$ cat src/rtl/vera_bus_master_pkg.sv
// -----------------------------------------------------------------------------
// vera_bus_master_pkg
// Shared definitions for the VERA external-bus initiator:
//   - state_e    : transaction FSM states
//   - REG_*      : VERA register addresses as seen on extbus_a
//   - cyc_load() : converts a cycle count (1..15) into a down-counter load value
// -----------------------------------------------------------------------------
package vera_bus_master_pkg;

  typedef enum logic [2:0] {
    ST_IDLE,
    ST_SETUP,
    ST_STROBE,
    ST_HOLD,
    ST_RESP
  } state_e;

  localparam logic [4:0] REG_ADDRX_L = 5'h00;
  localparam logic [4:0] REG_ADDRX_M = 5'h01;
  localparam logic [4:0] REG_ADDRX_H = 5'h02;
  localparam logic [4:0] REG_DATA0   = 5'h03;
  localparam logic [4:0] REG_DATA1   = 5'h04;
  localparam logic [4:0] REG_CTRL    = 5'h05;
  localparam logic [4:0] REG_IEN     = 5'h06;
  localparam logic [4:0] REG_ISR     = 5'h07;

  // A phase lasting N cycles loads N-1 and leaves the phase when the count hits 0.
  function automatic logic [3:0] cyc_load(input int unsigned cyc);
    return 4'(cyc - 1);
  endfunction

endpackage

$ cat src/rtl/vera_bus_master_if.sv
// -----------------------------------------------------------------------------
// vera_bus_master_if
// Command/response channel between a command source and vera_bus_master.
//   cmd_valid/cmd_ready : handshake, one command outstanding at a time
//   cmd_write           : 1 = write, 0 = read
//   cmd_addr, cmd_wdata : VERA register address and write data
//   rsp_valid           : one-cycle completion pulse per accepted command
//   rsp_rdata           : last read data, held until the next read completes
// Modports: master = command source, slave = vera_bus_master.
// -----------------------------------------------------------------------------
interface vera_bus_master_if;

  logic       cmd_valid;
  logic       cmd_ready;
  logic       cmd_write;
  logic [4:0] cmd_addr;
  logic [7:0] cmd_wdata;
  logic       rsp_valid;
  logic [7:0] rsp_rdata;

  modport master (
    output cmd_valid, cmd_write, cmd_addr, cmd_wdata,
    input  cmd_ready, rsp_valid, rsp_rdata
  );

  modport slave (
    input  cmd_valid, cmd_write, cmd_addr, cmd_wdata,
    output cmd_ready, rsp_valid, rsp_rdata
  );

endinterface

$ cat src/rtl/vera_irq_sync.sv
// -----------------------------------------------------------------------------
// vera_irq_sync
// Two-flop synchroniser for VERA's asynchronous active-low interrupt.
// Inverts at the input so both flops carry the active-high sense and reset
// to "deasserted". No filtering; 2-cycle latency.
//   clk       in  system clock
//   reset     in  asynchronous, active-high reset
//   irq_n_in  in  asynchronous interrupt, active-low
//   irq       out synchronised interrupt, active-high
// -----------------------------------------------------------------------------
module vera_irq_sync (
  input  logic clk,
  input  logic reset,
  input  logic irq_n_in,
  output logic irq
);

  logic irq_meta;

  always_ff @(posedge clk or posedge reset) begin
    if (reset) begin
      irq_meta <= 1'b0;
      irq      <= 1'b0;
    end else begin
      irq_meta <= ~irq_n_in;
      irq      <= irq_meta;
    end
  end

endmodule

$ cat src/rtl/vera_bus_master.sv
// -----------------------------------------------------------------------------
// vera_bus_master
// Initiator for the VERA external register bus. Accepts one read/write command
// at a time and plays it out as SETUP -> STROBE -> HOLD -> RESP with
// programmable phase lengths, returning read data and a completion pulse.
// Every output is a flop. The pad top level builds
// extbus_d = extbus_d_oe ? extbus_d_out : 'z.
// Parameters (each 1..15): SETUP_CYC, STROBE_CYC, HOLD_CYC.
// Ports:
//   clk, reset                 clock, asynchronous active-high reset
//   bus (slave)                command/response channel
//   extbus_cs_n/rd_n/wr_n      chip select and strobes, active-low
//   extbus_a, extbus_d_out     address and write data to the pads
//   extbus_d_oe                1 = drive extbus_d
//   extbus_d_in                data from the pads
//   extbus_irq_n / irq         raw VERA interrupt / synchronised active-high irq
// -----------------------------------------------------------------------------
module vera_bus_master
  import vera_bus_master_pkg::*;
#(
  parameter int unsigned SETUP_CYC  = 1,
  parameter int unsigned STROBE_CYC = 2,
  parameter int unsigned HOLD_CYC   = 1
) (
  input  logic               clk,
  input  logic               reset,
  vera_bus_master_if.slave   bus,
  output logic               extbus_cs_n,
  output logic               extbus_rd_n,
  output logic               extbus_wr_n,
  output logic [4:0]         extbus_a,
  output logic [7:0]         extbus_d_out,
  output logic               extbus_d_oe,
  input  logic [7:0]         extbus_d_in,
  input  logic               extbus_irq_n,
  output logic               irq
);

  localparam logic [3:0] SETUP_LD  = cyc_load(SETUP_CYC);
  localparam logic [3:0] STROBE_LD = cyc_load(STROBE_CYC);
  localparam logic [3:0] HOLD_LD   = cyc_load(HOLD_CYC);

  state_e     state, state_next;
  logic [3:0] cnt, cnt_next;
  logic       wr_q;
  logic       accept;
  logic       cur_write;
  logic       nx_active;
  logic       capture;

  assign accept    = bus.cmd_valid && bus.cmd_ready;
  // Direction of the transaction the next state belongs to: on the accept
  // edge the latched flag is not yet valid, so take it from the command.
  assign cur_write = accept ? bus.cmd_write : wr_q;
  assign nx_active = (state_next == ST_SETUP) || (state_next == ST_STROBE) ||
                     (state_next == ST_HOLD);
  // Read data is sampled on the edge that ends the last strobe cycle.
  assign capture   = (state == ST_STROBE) && (cnt == 4'd0) && !wr_q;

  always_comb begin
    // NOTE: defaults first so every path assigns both outputs; no latch can be inferred.
    state_next = state;
    cnt_next   = cnt;
    case (state)
      ST_IDLE: begin
        if (accept) begin
          state_next = ST_SETUP;
          cnt_next   = SETUP_LD;
        end
      end
      ST_SETUP: begin
        if (cnt == 4'd0) begin
          state_next = ST_STROBE;
          cnt_next   = STROBE_LD;
        end else begin
          cnt_next = cnt - 4'd1;
        end
      end
      ST_STROBE: begin
        if (cnt == 4'd0) begin
          state_next = ST_HOLD;
          cnt_next   = HOLD_LD;
        end else begin
          cnt_next = cnt - 4'd1;
        end
      end
      ST_HOLD: begin
        if (cnt == 4'd0) begin
          state_next = ST_RESP;
        end else begin
          cnt_next = cnt - 4'd1;
        end
      end
      ST_RESP: begin
        // Back-to-back command: RESP already has cs_n high, giving the gap.
        if (accept) begin
          state_next = ST_SETUP;
          cnt_next   = SETUP_LD;
        end else begin
          state_next = ST_IDLE;
        end
      end
      default: state_next = ST_IDLE;
    endcase
  end

  always_ff @(posedge clk or posedge reset) begin
    if (reset) begin
      state <= ST_IDLE;
      cnt   <= 4'd0;
      wr_q  <= 1'b0;
    end else begin
      // NOTE: non-blocking for all flops, so every flop sees pre-edge values
      // regardless of statement order.
      state <= state_next;
      cnt   <= cnt_next;
      if (accept) wr_q <= bus.cmd_write;
    end
  end

  // Outputs are decoded from the next state so they line up with the state
  // register while still coming straight out of flops.
  always_ff @(posedge clk or posedge reset) begin
    if (reset) begin
      bus.cmd_ready <= 1'b0;
      bus.rsp_valid <= 1'b0;
      bus.rsp_rdata <= 8'h00;
      extbus_cs_n   <= 1'b1;
      extbus_rd_n   <= 1'b1;
      extbus_wr_n   <= 1'b1;
      extbus_a      <= 5'h00;
      extbus_d_out  <= 8'h00;
      extbus_d_oe   <= 1'b0;
    end else begin
      bus.cmd_ready <= (state_next == ST_IDLE) || (state_next == ST_RESP);
      bus.rsp_valid <= (state_next == ST_RESP);
      extbus_cs_n   <= !nx_active;
      extbus_rd_n   <= !((state_next == ST_STROBE) && !cur_write);
      extbus_wr_n   <= !((state_next == ST_STROBE) && cur_write);
      extbus_d_oe   <= nx_active && cur_write;
      if (accept) begin
        extbus_a <= bus.cmd_addr;
        if (bus.cmd_write) extbus_d_out <= bus.cmd_wdata;
      end
      if (capture) bus.rsp_rdata <= extbus_d_in;
    end
  end

  vera_irq_sync u_irq_sync (
    .clk      (clk),
    .reset    (reset),
    .irq_n_in (extbus_irq_n),
    .irq      (irq)
  );

endmodule

$ cat src/flat_wrapper.sv
// flat-port wrapper written by rule: the top's interface ports become plain ports
module vera_bus_master_flat import vera_bus_master_pkg::*;
#(
  parameter int unsigned SETUP_CYC  = 1,
  parameter int unsigned STROBE_CYC = 2,
  parameter int unsigned HOLD_CYC   = 1
)
  (clk, reset, extbus_cs_n, extbus_rd_n, extbus_wr_n, extbus_a, extbus_d_out, extbus_d_oe, extbus_d_in, extbus_irq_n, irq, bus_cmd_valid, bus_cmd_write, bus_cmd_addr, bus_cmd_wdata, bus_cmd_ready, bus_rsp_valid, bus_rsp_rdata);
  vera_bus_master_if bus_i ();
  input  logic clk;
  input  logic reset;
  output logic extbus_cs_n;
  output logic extbus_rd_n;
  output logic extbus_wr_n;
  output logic [4:0] extbus_a;
  output logic [7:0] extbus_d_out;
  output logic extbus_d_oe;
  input  logic [7:0] extbus_d_in;
  input  logic extbus_irq_n;
  output logic irq;
  input wire logic [$bits(bus_i.cmd_valid)-1:0] bus_cmd_valid;
  input wire logic [$bits(bus_i.cmd_write)-1:0] bus_cmd_write;
  input wire logic [$bits(bus_i.cmd_addr)-1:0] bus_cmd_addr;
  input wire logic [$bits(bus_i.cmd_wdata)-1:0] bus_cmd_wdata;
  output wire logic [$bits(bus_i.cmd_ready)-1:0] bus_cmd_ready;
  output wire logic [$bits(bus_i.rsp_valid)-1:0] bus_rsp_valid;
  output wire logic [$bits(bus_i.rsp_rdata)-1:0] bus_rsp_rdata;
  assign bus_i.cmd_valid = bus_cmd_valid;
  assign bus_i.cmd_write = bus_cmd_write;
  assign bus_i.cmd_addr = bus_cmd_addr;
  assign bus_i.cmd_wdata = bus_cmd_wdata;
  assign bus_cmd_ready = bus_i.cmd_ready;
  assign bus_rsp_valid = bus_i.rsp_valid;
  assign bus_rsp_rdata = bus_i.rsp_rdata;
  vera_bus_master #(.SETUP_CYC(SETUP_CYC), .STROBE_CYC(STROBE_CYC), .HOLD_CYC(HOLD_CYC)) u_core (.clk(clk), .reset(reset), .bus(bus_i), .extbus_cs_n(extbus_cs_n), .extbus_rd_n(extbus_rd_n), .extbus_wr_n(extbus_wr_n), .extbus_a(extbus_a), .extbus_d_out(extbus_d_out), .extbus_d_oe(extbus_d_oe), .extbus_d_in(extbus_d_in), .extbus_irq_n(extbus_irq_n), .irq(irq));
endmodule
$ cat config.mk
export PLATFORM = sky130hd
export DESIGN_NAME = vera_bus_master_flat
export DESIGN_NICKNAME = d
export VERILOG_FILES = /design/src/rtl/vera_bus_master_pkg.sv /design/src/rtl/vera_bus_master_if.sv /design/src/rtl/vera_irq_sync.sv /design/src/rtl/vera_bus_master.sv /design/src/flat_wrapper.sv
export SDC_FILE = /design/constraint.sdc
export NUM_CORES = 1
export LEC_CHECK = 0
export ABC_AREA = 1
export CORE_UTILIZATION = 40
export DETAILED_ROUTE_END_ITERATION = 6
export GPL_TIMING_DRIVEN = 0
export HOLD_SLACK_MARGIN = 0.12
export PLACE_DENSITY = 0.75
export SLEW_MARGIN = 40
export SYNTH_ARGS = -nofsm -noshare
export SYNTH_HDL_FRONTEND = slang
export SYNTH_HIERARCHICAL = 1
export SYNTH_SLANG_ARGS = --single-unit
$ cat constraint.sdc
create_clock -name clk -period 1.5 [get_ports clk]
set_clock_uncertainty 0.1 [all_clocks]
set_input_delay 0.225 -clock clk [delete_from_list [all_inputs] [get_ports clk]]
set_output_delay 0.225 -clock clk [all_outputs]
set_load 0.05 [all_outputs]
==> flow_metrics.tcl <==
set metrics [dict create \
    avgSynthCellArea_um2 9.13 \
    utilization 0.600 \
    grt_max_degree 36 \
    start_util 0.424 \
    routedWlPerCell_um 11.1 \
    path_delay_family "buffers and inverters" \
    grtUsageTotal 0.176 \
    powerDensity_nw_per_um2 2490 \
    first_pass_iters 4 \
    power_frac_comb 0.539 \
    p_leak_uw 0.00114 \
    fp.dieW_um 65.0 \
    crit_path_cell_trace "dlygate4sd2_1" \
    rows 22 \
    synthSimpleGateAreaFrac 0.314 \
    yosys.area.top_type "dfrtp_1" \
    ys.warnings.count 6 \
    hold_class "reg2reg" \
    worstMarginPinSlew_ns 0.697 \
    max_freq_mhz 686 \
    worstPathArrival_ns 1.13 \
    start_kind "flop" \
    p_clk_frac 0.153 \
    switchingPower_uw 2760 \
    grt_pass1_wl_mm 5.46 \
    core_area_um2 3740 \
    cp_slowest_stage_delay_ns 0.52 \
    cts_tree "built" \
    ys_ff_latch 37 \
    post_cts_buffers 0 \
    drtIter0Drc 67 \
    slew_headroom 0.535 \
    cp-end-kind "output pin" \
    num_io_pins 54 \
    antenna_cells 0 \
    critPathBufInv 1 \
    busiest_layer "met2" \
    critPathSlowestCell "dlygate4sd2_1" \
    final_antenna_net_count 0 \
    setup_viol 0 \
    peakVddDrop_uv 988 \
    die_h_um 65.0 \
    path_clk_slew_ns 0.07 \
    cp.required_ns 1.17 \
    antenna_found_initial 0 \
    p_int_uw 2830 \
    muxShareOfSynthArea 0 \
    finalCritPeriodShare 0.972 \
    gr-total-overflow 0 \
    clk_latency_ns 0.28 \
    crit_fanout 2 \
    outcome "complete, no violations" \
    power_frac_seq 0.308 \
    n_fill_cell 360 \
    drc 0 \
    use_met1 0.203 \
    min_period_ns 1.46 \
    dpl.hpwl_mm 2.29 \
    cts-root-buf "clkbuf_8" \
    place_congestion 0.823 \
    ys_seq_area_frac 0.585 \
    swShare 0.493 \
    hold_viol 0 \
    grt_pass1_vias 1236 \
    synth_adder_area_share 0.0157 \
    synth.cell_area_um2 1590 \
    numCtsBuffers 5 \
    vias 1295 \
    fin_nets 263 \
    synth_cells 174 \
    power.total_uw 5590 \
    vias_per_cell 4.56 \
    drt_wl_total_mm 3.14 \
    grt_setup_unrepaired "no" \
    use_met3 0.0563 \
    synth_top_family_by_area "simple AND/OR/NAND/NOR gates" \
    yosys-top-cells-area "dfrtp_1 (54%), nand2_1 (17%), nand3_1 (5.0%)" \
    crit_type "reg2out" \
    ys_types 24 \
    met2_usage 0.296 \
    cts.sinks 37 \
    synth_top_area_share 0.535 \
    synth_xor_area_frac 0.0110 \
    drive_gt1_frac 0.212 \
    clockBufferDepth 2 \
    synth_compound_area_frac 0.0228 \
    max_cap_viol_count 0 \
    syn2layout_area_growth_pct 41.4 \
    fp.dieArea_um2 4230 \
    io_buffers 53 \
    htreeDepth 2 \
    syn-num-nets 202 \
    final_max_slew_viol_count 0 \
]
[layer usage]
layer,up-vias,wire [um],share of wire
li1,661,-,-
met1,590,1320,0.42
met2,40,1570,0.50
met3,4,187,0.059
met4,0,64,0.020
met5,-,0,0
[power by group through the flow]
stage	clock network [uW]	registers (uW)	logic, uW
finish	857	1720	3010
detailed placement	0	1730	3260
floorplan	0	2910	1070
global placement	0	1720	3210
CTS	887	1710	3090
global route	948	1770	3260
[per-stage QoR]
stage,TNS [ns],setup slack (ns),cell area [um^2],instances,hold WS (ns)
after floorplan,0,0.0442,1590,174,-0.134
after global placement,-14.04,-0.398,2180,275,0.238
after detailed placement,-1.02,-0.154,2180,275,0.250
after CTS,0,0.000698,2300,284,0.265
after global routing,0,0.00227,2250,284,0.277
final,0,0.0418,2250,284,0.260
[worst register-to-register path: stages (launching register included)]
cell,delay [ns]
dfrtp_1,0.39
inv_2,0.10
ha_4,0.15
nand3_4,0.11
nor2_4,0.13
buf_6,0.15
nor2_2,0.04
nand3_1,0.06
nand2_1,0.05
[cell families (layout without fill, tap and decap cells)]
| family | Yosys count | after routing |
|---|---|---|
| compound gates | 6 | 6 |
| xor+xnor | 2 | 2 |
| fa+ha+maj | 2 | 2 |
| buf+inv | 18 | 80 |
| flops | 37 | 37 |
| simple gates | 109 | 109 |
[final cells by class]
class / count / area, um^2 / area share
Buffer: 2 / 18.8 / 0.00835
Tap cell: 48 / 60.1 / 0.0267
Inverter: 16 / 62.6 / 0.0278
Clock buffer: 7 / 86.3 / 0.0384
Clock inverter: 1 / 30.0 / 0.0134
Timing Repair Buffer: 54 / 469 / 0.209
Sequential cell: 37 / 930 / 0.414
Multi-Input combinational cell: 119 / 591 / 0.263
[final timing paths]
kind | from | end | slack [ns] | cells past startpoint
min reg2reg | u_core/u_irq_sync/irq_meta | u_core/u_irq_sync/irq | 0.26 | 0
max reg2reg | u_core/cnt[1] | u_core/cnt[0] | 0.12 | 8
min in group asynchronous | reset | u_core/bus.rsp_valid | 0.31 | 2
min | u_core/u_irq_sync/irq_meta | u_core/u_irq_sync/irq | 0.26 | 0
max in group asynchronous | reset | u_core/cnt[0] | 0.54 | 2
max | u_core/extbus_a[1] | extbus_a[1] | 0.04 | 1
[repair_timing]
| item | CTS | global route |
|---|---|---|
| setup endpoints to repair | 29 | 38 |
| pin swaps | 1 | 2 |
| resized for setup | 48 | 31 |
| hold buffers | 1 | 0 |
| hold endpoints to repair | 2 | 0 |
[registers in the layout, indices dropped and copies added (netlist names)]
| register | flops |
|---|---|
| u_core/extbus_cs_n | 1 |
| u_core/extbus_a | 5 |
| u_core/extbus_rd_n | 1 |
| u_core/bus.cmd_ready | 1 |
| u_core/extbus_d_out | 8 |
| u_core/state | 3 |
| u_core/bus.rsp_rdata | 8 |
| u_core/u_irq_sync/irq | 1 |
| u_core/extbus_d_oe | 1 |
| u_core/extbus_wr_n | 1 |
| u_core/wr_q | 1 |
| u_core/bus.rsp_valid | 1 |
| u_core/cnt | 4 |
| u_core/u_irq_sync/irq_meta | 1 |
[synthesized netlist by cell type]
cell,count
nand2_4,3
a21oi_2,1
xnor2_1,1
inv_1,9
clkinv_1,1
o211ai_1,1
nand3_4,1
nand2_1,74
nand2_2,2
nor2_1,7
nor2_4,2
xor2_1,1
dfstp_2,3
ha_1,2
buf_6,1
inv_4,1
dfrtp_1,34
inv_2,5
nand3_2,1
buf_4,1
o21ai_0,1
o21ai_1,3
nand3_1,16
nor2_2,3
[placed cells by master (no fill, tap or decap), drive strengths merged]
cell | netlist | layout
nand2 | 79 | 79
dfrtp | 34 | 34
clkdlybuf4s50 | 0 | 25
nand3 | 18 | 18
clkbuf | 0 | 18
inv | 15 | 15
clkdlybuf4s15 | 0 | 12
nor2 | 12 | 12
buf | 2 | 5
o21ai | 4 | 4
dfstp | 3 | 3
dlygate4sd2 | 0 | 2
ha | 2 | 2
bufinv | 0 | 1
clkinv | 1 | 1
o211ai | 1 | 1
xor2 | 1 | 1
a21oi | 1 | 1
xnor2 | 1 | 1
dlygate4sd3 | 0 | 1
(Power assumes the default switching activity.)
